`config.mk`:
```
export PLATFORM = sky130hd
export DESIGN_NAME = clk_div_scheduler
export DESIGN_NICKNAME = d
export VERILOG_FILES = /design/src/rtl/clk_div_scheduler.sv
export SDC_FILE = /design/constraint.sdc
export NUM_CORES = 1
export LEC_CHECK = 0
export BUFFER_PORTS_ARGS = -buffer_cell sky130_fd_sc_hd__buf_2
export CORE_ASPECT_RATIO = 0.5
export CORE_MARGIN = 4
export CORE_UTILIZATION = 40
export CTS_CLUSTER_DIAMETER = 150
export DETAILED_ROUTE_END_ITERATION = 7
export HOLD_SLACK_MARGIN = 0.06
export PLACE_DENSITY_LB_ADDON = 0.15
export SKIP_LAST_GASP = 1
export SLEW_MARGIN = 10
export SYNTH_ARGS = -nofsm -noshare
export SYNTH_HDL_FRONTEND = slang
export SYNTH_SLANG_ARGS = --single-unit
```
`constraint.sdc`:
```
create_clock -name clk_in -period 7.15 [get_ports clk_in]
set_clock_uncertainty 0.1 [all_clocks]
set_input_delay 0.715 -clock clk_in [delete_from_list [all_inputs] [get_ports clk_in]]
set_output_delay 0.715 -clock clk_in [all_outputs]
set_load 0.01 [all_outputs]
```
`src/rtl/clk_div_scheduler.sv`:
```
// clk_div_scheduler: multi-channel divided clock enables with boundary-synchronised divisor updates.
// Optional CLKDIV_PHASE_SYNC_EN adds a sync input that phase-aligns every channel.
module clk_div_scheduler #(
   parameter int NCH     = 2,
   parameter int CHW     = 1,
   parameter int CW      = 8,
   parameter int DEF_DIV = 4
) (
   input  logic           clk_in,
   input  logic           reset,
`ifdef CLKDIV_PHASE_SYNC_EN
   input  logic           sync,
`endif
   input  logic           cfg_valid,
   input  logic [CHW-1:0] cfg_ch,
   input  logic [CW-1:0]  cfg_div,
   output logic           cfg_ready,
   output logic [NCH-1:0] clk_out,
   output logic [NCH-1:0] tick,
   output logic [NCH-1:0] busy
);
   logic                  sync_i;
   logic [NCH-1:0]        pend;
   logic [(1<<CHW)-1:0]   pend_x;
   logic                  accept;
   logic [CW-1:0]         cfg_div_c;
`ifdef CLKDIV_PHASE_SYNC_EN
   assign sync_i = sync;
`else
   assign sync_i = 1'b0;
`endif
   // channels beyond NCH read as never pending, so their writes are accepted and dropped
   always_comb begin
      pend_x = '0;
      pend_x[NCH-1:0] = pend;
   end
   assign cfg_ready = ~reset & ~pend_x[cfg_ch];
   assign accept    = cfg_valid & cfg_ready;
   assign cfg_div_c = (cfg_div < CW'(2)) ? CW'(2) : cfg_div;
   assign busy      = pend;
   for (genvar c = 0; c < NCH; c++) begin : g_ch
      logic [CW-1:0] cnt, div, pdiv, cnt_n, div_n;
      logic          p, co, tk, bound, wr;
      always_comb begin
         bound = (cnt == div - 1'b1) | sync_i;
         wr    = accept & (cfg_ch == CHW'(c));
         cnt_n = bound ? '0 : cnt + 1'b1;
         div_n = (bound & p) ? pdiv : div;
      end
      // outputs are computed from the next count/divisor so they line up with cnt
      always_ff @(posedge clk_in) begin
         if (reset) begin
            cnt  <= CW'(DEF_DIV - 1);
            div  <= CW'(DEF_DIV);
            pdiv <= CW'(DEF_DIV);
            p    <= 1'b0;
            co   <= 1'b0;
            tk   <= 1'b0;
         end else begin
            cnt  <= cnt_n;
            div  <= div_n;
            co   <= cnt_n < (div_n >> 1);
            tk   <= cnt_n == '0;
            p    <= wr | (p & ~bound);
            if (wr) pdiv <= cfg_div_c;
         end
      end
      assign pend[c]    = p;
      assign clk_out[c] = co;
      assign tick[c]    = tk;
   end
endmodule

```
Word-level counts from Yosys, hierarchy flattened
Cells that the tools add are included.
- bits in registers: 54
- latch bits: 0
- memory bits (writable): 0
- ROM bits: 0
- output and inout port bits: 7
- memories kept: 0
- add/subtract/negate cells: 4
- multiply operators: 0
- divide/modulo/power cells: 0
- magnitude comparators: 4
- equality and inequality tests: 2
- shift operators: 0
- multiplexer cells: 7
- bitwise gates (word level): 15
- reductions and logical operators: 2
- operator list (kind ; number):
    8-bit two-way mux ; 5
    8-bit by 1-bit adder with 8-bit output (second input constant) ; 2
    8-bit equality test ; 2
    8-bit logical NOT ; 2
    8-bit by 7-bit less-than comparator with 1-bit output ; 2
    8-bit by 1-bit subtractor with 8-bit output (second input constant) ; 2
    1-bit bitwise AND ; 8
    8-bit by 2-bit less-than comparator with 1-bit output (second input constant) ; 1
    1-bit NOT ; 5
    1-bit by 2-bit less-than comparator with 1-bit output (second input constant) ; 1
    1-bit two-way mux ; 2
    1-bit OR ; 2

Depth between registers and ports, before layout
- depth after elaboration: 7
- mapped depth: 17

Least setup slack after synthesis
OpenSTA, ideal clock, no wires.
- kind: reg2reg
- start: register g_ch[1].div[0]
- end: register g_ch[1].co
- data arrival time: 3.132 ns
- required time: 6.936 ns
- path slack: 3.803 ns
- cell stages (with the launch flop): 17
- path buffers: 2
- clock period less this slack: 3.347 ns
- cells stage by stage: dfxtp_1 > inv_1 > ha_1 > buf_2 > or3b_2 > or3b_1 > nor3_1 > o211a_1 > nand3_2 > buf_4 > mux2i_1 > ha_1 > o211ai_1 > nor2_1 > o21ai_0 > o211ai_1 > a2111oi_0
- cells in the longest elaborated chain, start to end: 5
- elaborated cells between the ends (all ways): 6
- classes of those cells: add/sub: 1; order compare: 1; eq/ne: 1; mux: 2; bitwise: 1
- ends and longest elaborated chain (what ; RTL line ; RTL):
    start, declared ; 42 ; logic [CW-1:0] cnt, div, pdiv, cnt_n, div_n;
    start signal, assigned ; 54 ; div <= CW'(DEF_DIV);
    start signal, assigned ; 61 ; div <= div_n;
    8-bit by 1-bit subtractor with 8-bit output * ; 45 ; bound = (cnt == div - 1'b1) | sync_i;
    8-bit equality test * ; 45 ;
    1-bit bitwise AND ; 48 ; div_n = (bound & p) ? pdiv : div;
    8-bit two-way mux ; 48 ;
    8-bit by 7-bit less-than comparator with 1-bit output * ; 62 ; co <= cnt_n < (div_n >> 1);
    end signal, assigned ; 62 ;
    end, declared ; 43 ; logic p, co, tk, bound, wr;
Mark *: on every way between the ends. The rest lies on a longest branch, timed or not.
A chain may end at the register's enable or synchronous reset.

Final worst setup path
- start: register g_ch[1].div[1]
- end: register g_ch[1].co
- elaborated cells between the ends (all ways): 6
- classes of those cells: add/sub: 1; order compare: 1; eq/ne: 1; mux: 2; bitwise: 1
- RTL lines (what ; RTL line ; RTL):
    8-bit by 1-bit subtractor with 8-bit output ; 45 ;
    8-bit equality test ; 45 ;
    8-bit two-way mux ; 47 ; cnt_n = bound ? '0 : cnt + 1'b1;
    net g_ch[1].cnt_n[5] ; 42 ;
    8-bit by 7-bit less-than comparator with 1-bit output ; 62 ;
The timed path passes the listed nets, and every way through them passes these cells.

==> metrics.yaml <==
setup_path:
  arrival_ps: 4170
  worstPathRequired_ps: 7220
  ff2ff_path_depth: 14
  startpoint_type: "register"
  crit_type: "reg -> reg"
  r2r-start: "g_ch[1].div[1]"
  ff2ff_setup_slack_ps: 3050
  end_kind: "register"
  crit_fanout: 13
  worstSetupStartpoint: "g_ch[1].div[1]"
  r2r-end: "g_ch[1].co"
yosys:
  ys_seq_area_frac: 0.3298
  synthTopCellsByCount: "54 x dfxtp_1, 43 x mux2i_1, 42 x nor2_1, 35 x nand2_1, 24 x xnor2_1"
  synth-main-ff-cell: "dfxtp_1"
  syn_area_um2: 3278
  yosysMostFrequentCell: "dfxtp_1"
  yosysWarnings: 0
  synth.distinct_cells: 49
  synth_area_per_cell_um2: 8.471
  async_reset_ff_frac: 0
  ys_ff_latch: 54
  synth_largest_area_cell: "dfxtp_1"
  synthCells: 387
  synth.area.top_cells: "dfxtp_1 33%, mux2i_1 13%, xnor2_1 6.4%, ha_1 6.1%, nor2_1 4.8%"
  synth.net_count: 415
  synth_edf_count: 0
  synth_top_area_share: 0.3298
placement:
  place_inst: 489
  place_congestion: 0.8088
  io_buffers: 18
  place_hpwl_mm: 5.443
  post-place-ws_ps: 3068
floorplanning:
  die_height_um: 72.02
  start_util: 0.4098
  die_area_um2: 9796
  coreArea_um2: 8000
  ios: 19
  rows: 23
  die_w_um: 136.0
sta:
  fmax_mhz: 243.9
  tns_ps: 0
  setup_ws_ps: 3050
  slew_headroom: 0.4311
  min_period_ps: 4100
  timing.hold.ws_ps: 375.5
  post-route-period-util: 0.5734
  setup_viol: 0
  tightest_slew_ps: 853.3
  drv_slew: 0
  finalHoldViolations: 0
  rsz0062_at_grt: "no"
hold_path:
  hp-class: "reg -> reg"
  whs_endpoint: "g_ch[1].div[5]"
  hp-start: "g_ch[1].pdiv[5]"
  hold_depth: 2
clock_tree:
  clk-insertion-delay-late_ps: 300
  clkTransAtPathRegs_ps: 80
  h-tree-depth: 2
  postCtsSetupBuffers: 0
  cts_made_buffers: 5
  cts_tree: "yes"
  cts-hold-fix-buffers: 0
  root_buffer: "clkbuf_16"
  clock_path_buffers: 2
  post_cts_resized: 0
  clock-sinks: 54
grt:
  overflow: 0
  first_global_vias: 2514
  grt_max_degree: 46
  antenna_found_initial: 0
  grt_pass1_wl_mm: 12.16
  grt_util_all_layers: 0.1555
detailed_routing:
  via_count: 2651
  ant_nets: 0
  dr.pass1.iters: 5
  dr.first_iter.drc_count: 221
  drcViolationCount: 0
  avgViaCountPerCell: 5.334
  routed_wl_mm: 7.363
  post_drt_wl_per_cell_um: 14.81
cells_and_area:
  layout.nets: 412
  n_antenna_cell: 0
  drive_gt1_frac: 0.08312
  fin_cells: 497
  final_core_util: 0.4378
  syn_to_final_growth_pct: 6.832
status:
  status: "finished, final reports clean"
power_and_ir_drop:
  power_density_nw_per_um2: 242.8
  p_leak_uw: 0.001400
  peakVddDrop_v: 0.0001212
job:
  max_cap_violations: 0
## power breakdown
part           internal, uW  leakage [uW]  switching, uW
sequential              325      0.000439           28.7
clock                   130     0.0000698            117
combinational           107      0.000891            143
## critical path, stage by stage (launching register included)
cell,delay [ps]
dfxtp_1,490
inv_1,80
ha_1,280
or3b_2,240
or3b_1,340
nor3_1,210
o211ai_1,210
nor2_1,680
nor2_1,170
ha_1,360
nand3_1,120
nor2_1,60
o21ai_0,80
o211ai_1,110
a2111oi_0,430
## area by class of cell
cell class | count | area [um2]
Fill cell | 804 | 4498
Inverter | 9 | 33.78
Tap cell | 112 | 140.1
Multi-Input combinational cell | 296 | 2011
Clock inverter | 3 | 21.27
Sequential cell | 54 | 1081
Timing Repair Buffer | 18 | 90.09
Clock buffer | 5 | 125.1
## worst max-delay path by stage
| stage | endpoint | slack, ps | depth (start not counted) |
|---|---|---|---|
| after floorplan | g_ch[1].co | 3800 | 16 |
| after detailed placement | g_ch[1].co | 3070 | 14 |
| final | g_ch[1].co | 3050 | 14 |
| after global placement | g_ch[1].co | 3130 | 14 |
| after CTS | g_ch[1].co | 3030 | 14 |
| after global routing | g_ch[1].co | 2820 | 14 |
## flip-flops by register name, indices dropped and copies added (netlist names)
register   flops
g_ch.p         2
g_ch.div      16
g_ch.tk        2
g_ch.cnt      16
g_ch.pdiv     16
g_ch.co        2
## layout by cell type (no fill, tap or decap), types with 2 or more instances in the layout
| cell type | count |
|---|---|
| nand2b_1 | 6 |
| and2_1 | 3 |
| clkbuf_16 | 5 |
| a21o_1 | 3 |
| buf_2 | 18 |
| or4_1 | 2 |
| and3_1 | 9 |
| nand4_1 | 8 |
| ha_1 | 16 |
| and4_1 | 2 |
| nor2_1 | 42 |
| a21oi_1 | 10 |
| nand2_1 | 35 |
| nor2b_1 | 4 |
| a31oi_1 | 3 |
| mux2i_1 | 43 |
| xnor2_1 | 24 |
| o21ai_0 | 9 |
| nor3_1 | 20 |
| nand3_1 | 13 |
| inv_1 | 8 |
| a211oi_1 | 4 |
| nor4_1 | 2 |
| nor3b_1 | 2 |
| o211ai_1 | 4 |
| dfxtp_1 | 54 |
| xor2_1 | 11 |
| o31ai_1 | 3 |
## through the flow
| stage | total power (uW) | area, um2 |
|---|---|---|
| floorplan | 565.0 | 3278 |
| global placement | 602.9 | 3356 |
| detailed placement | 609.7 | 3356 |
| CTS | 857.9 | 3502 |
| global route | 902.7 | 3502 |
| finish | 850.3 | 3502 |
## metal layers
| metal | part of all wire | vias up | GRT usage |
|---|---|---|---|
| li1 | - | 1338 | - |
| met1 | 0.48 | 1265 | 0.2031 |
| met2 | 0.47 | 41 | 0.2619 |
| met3 | 0.034 | 7 | 0.02770 |
| met4 | 0.011 | 0 | 0.05475 |
| met5 | 0 | - | 0 |
## kinds of logic after synthesis
group	after synthesis	synth area share
AO/OA/AOI/OAI	47	0.09657
XOR/XNOR	35	0.09351
adder cells (fa/ha/maj)	16	0.06107
buffers and inverters	37	0.05687
flip-flops	54	0.3298
multiplexers	43	0.1313
AND/OR/NAND/NOR	155	0.2309
Note: power is estimated with default switching activity, not from simulation.
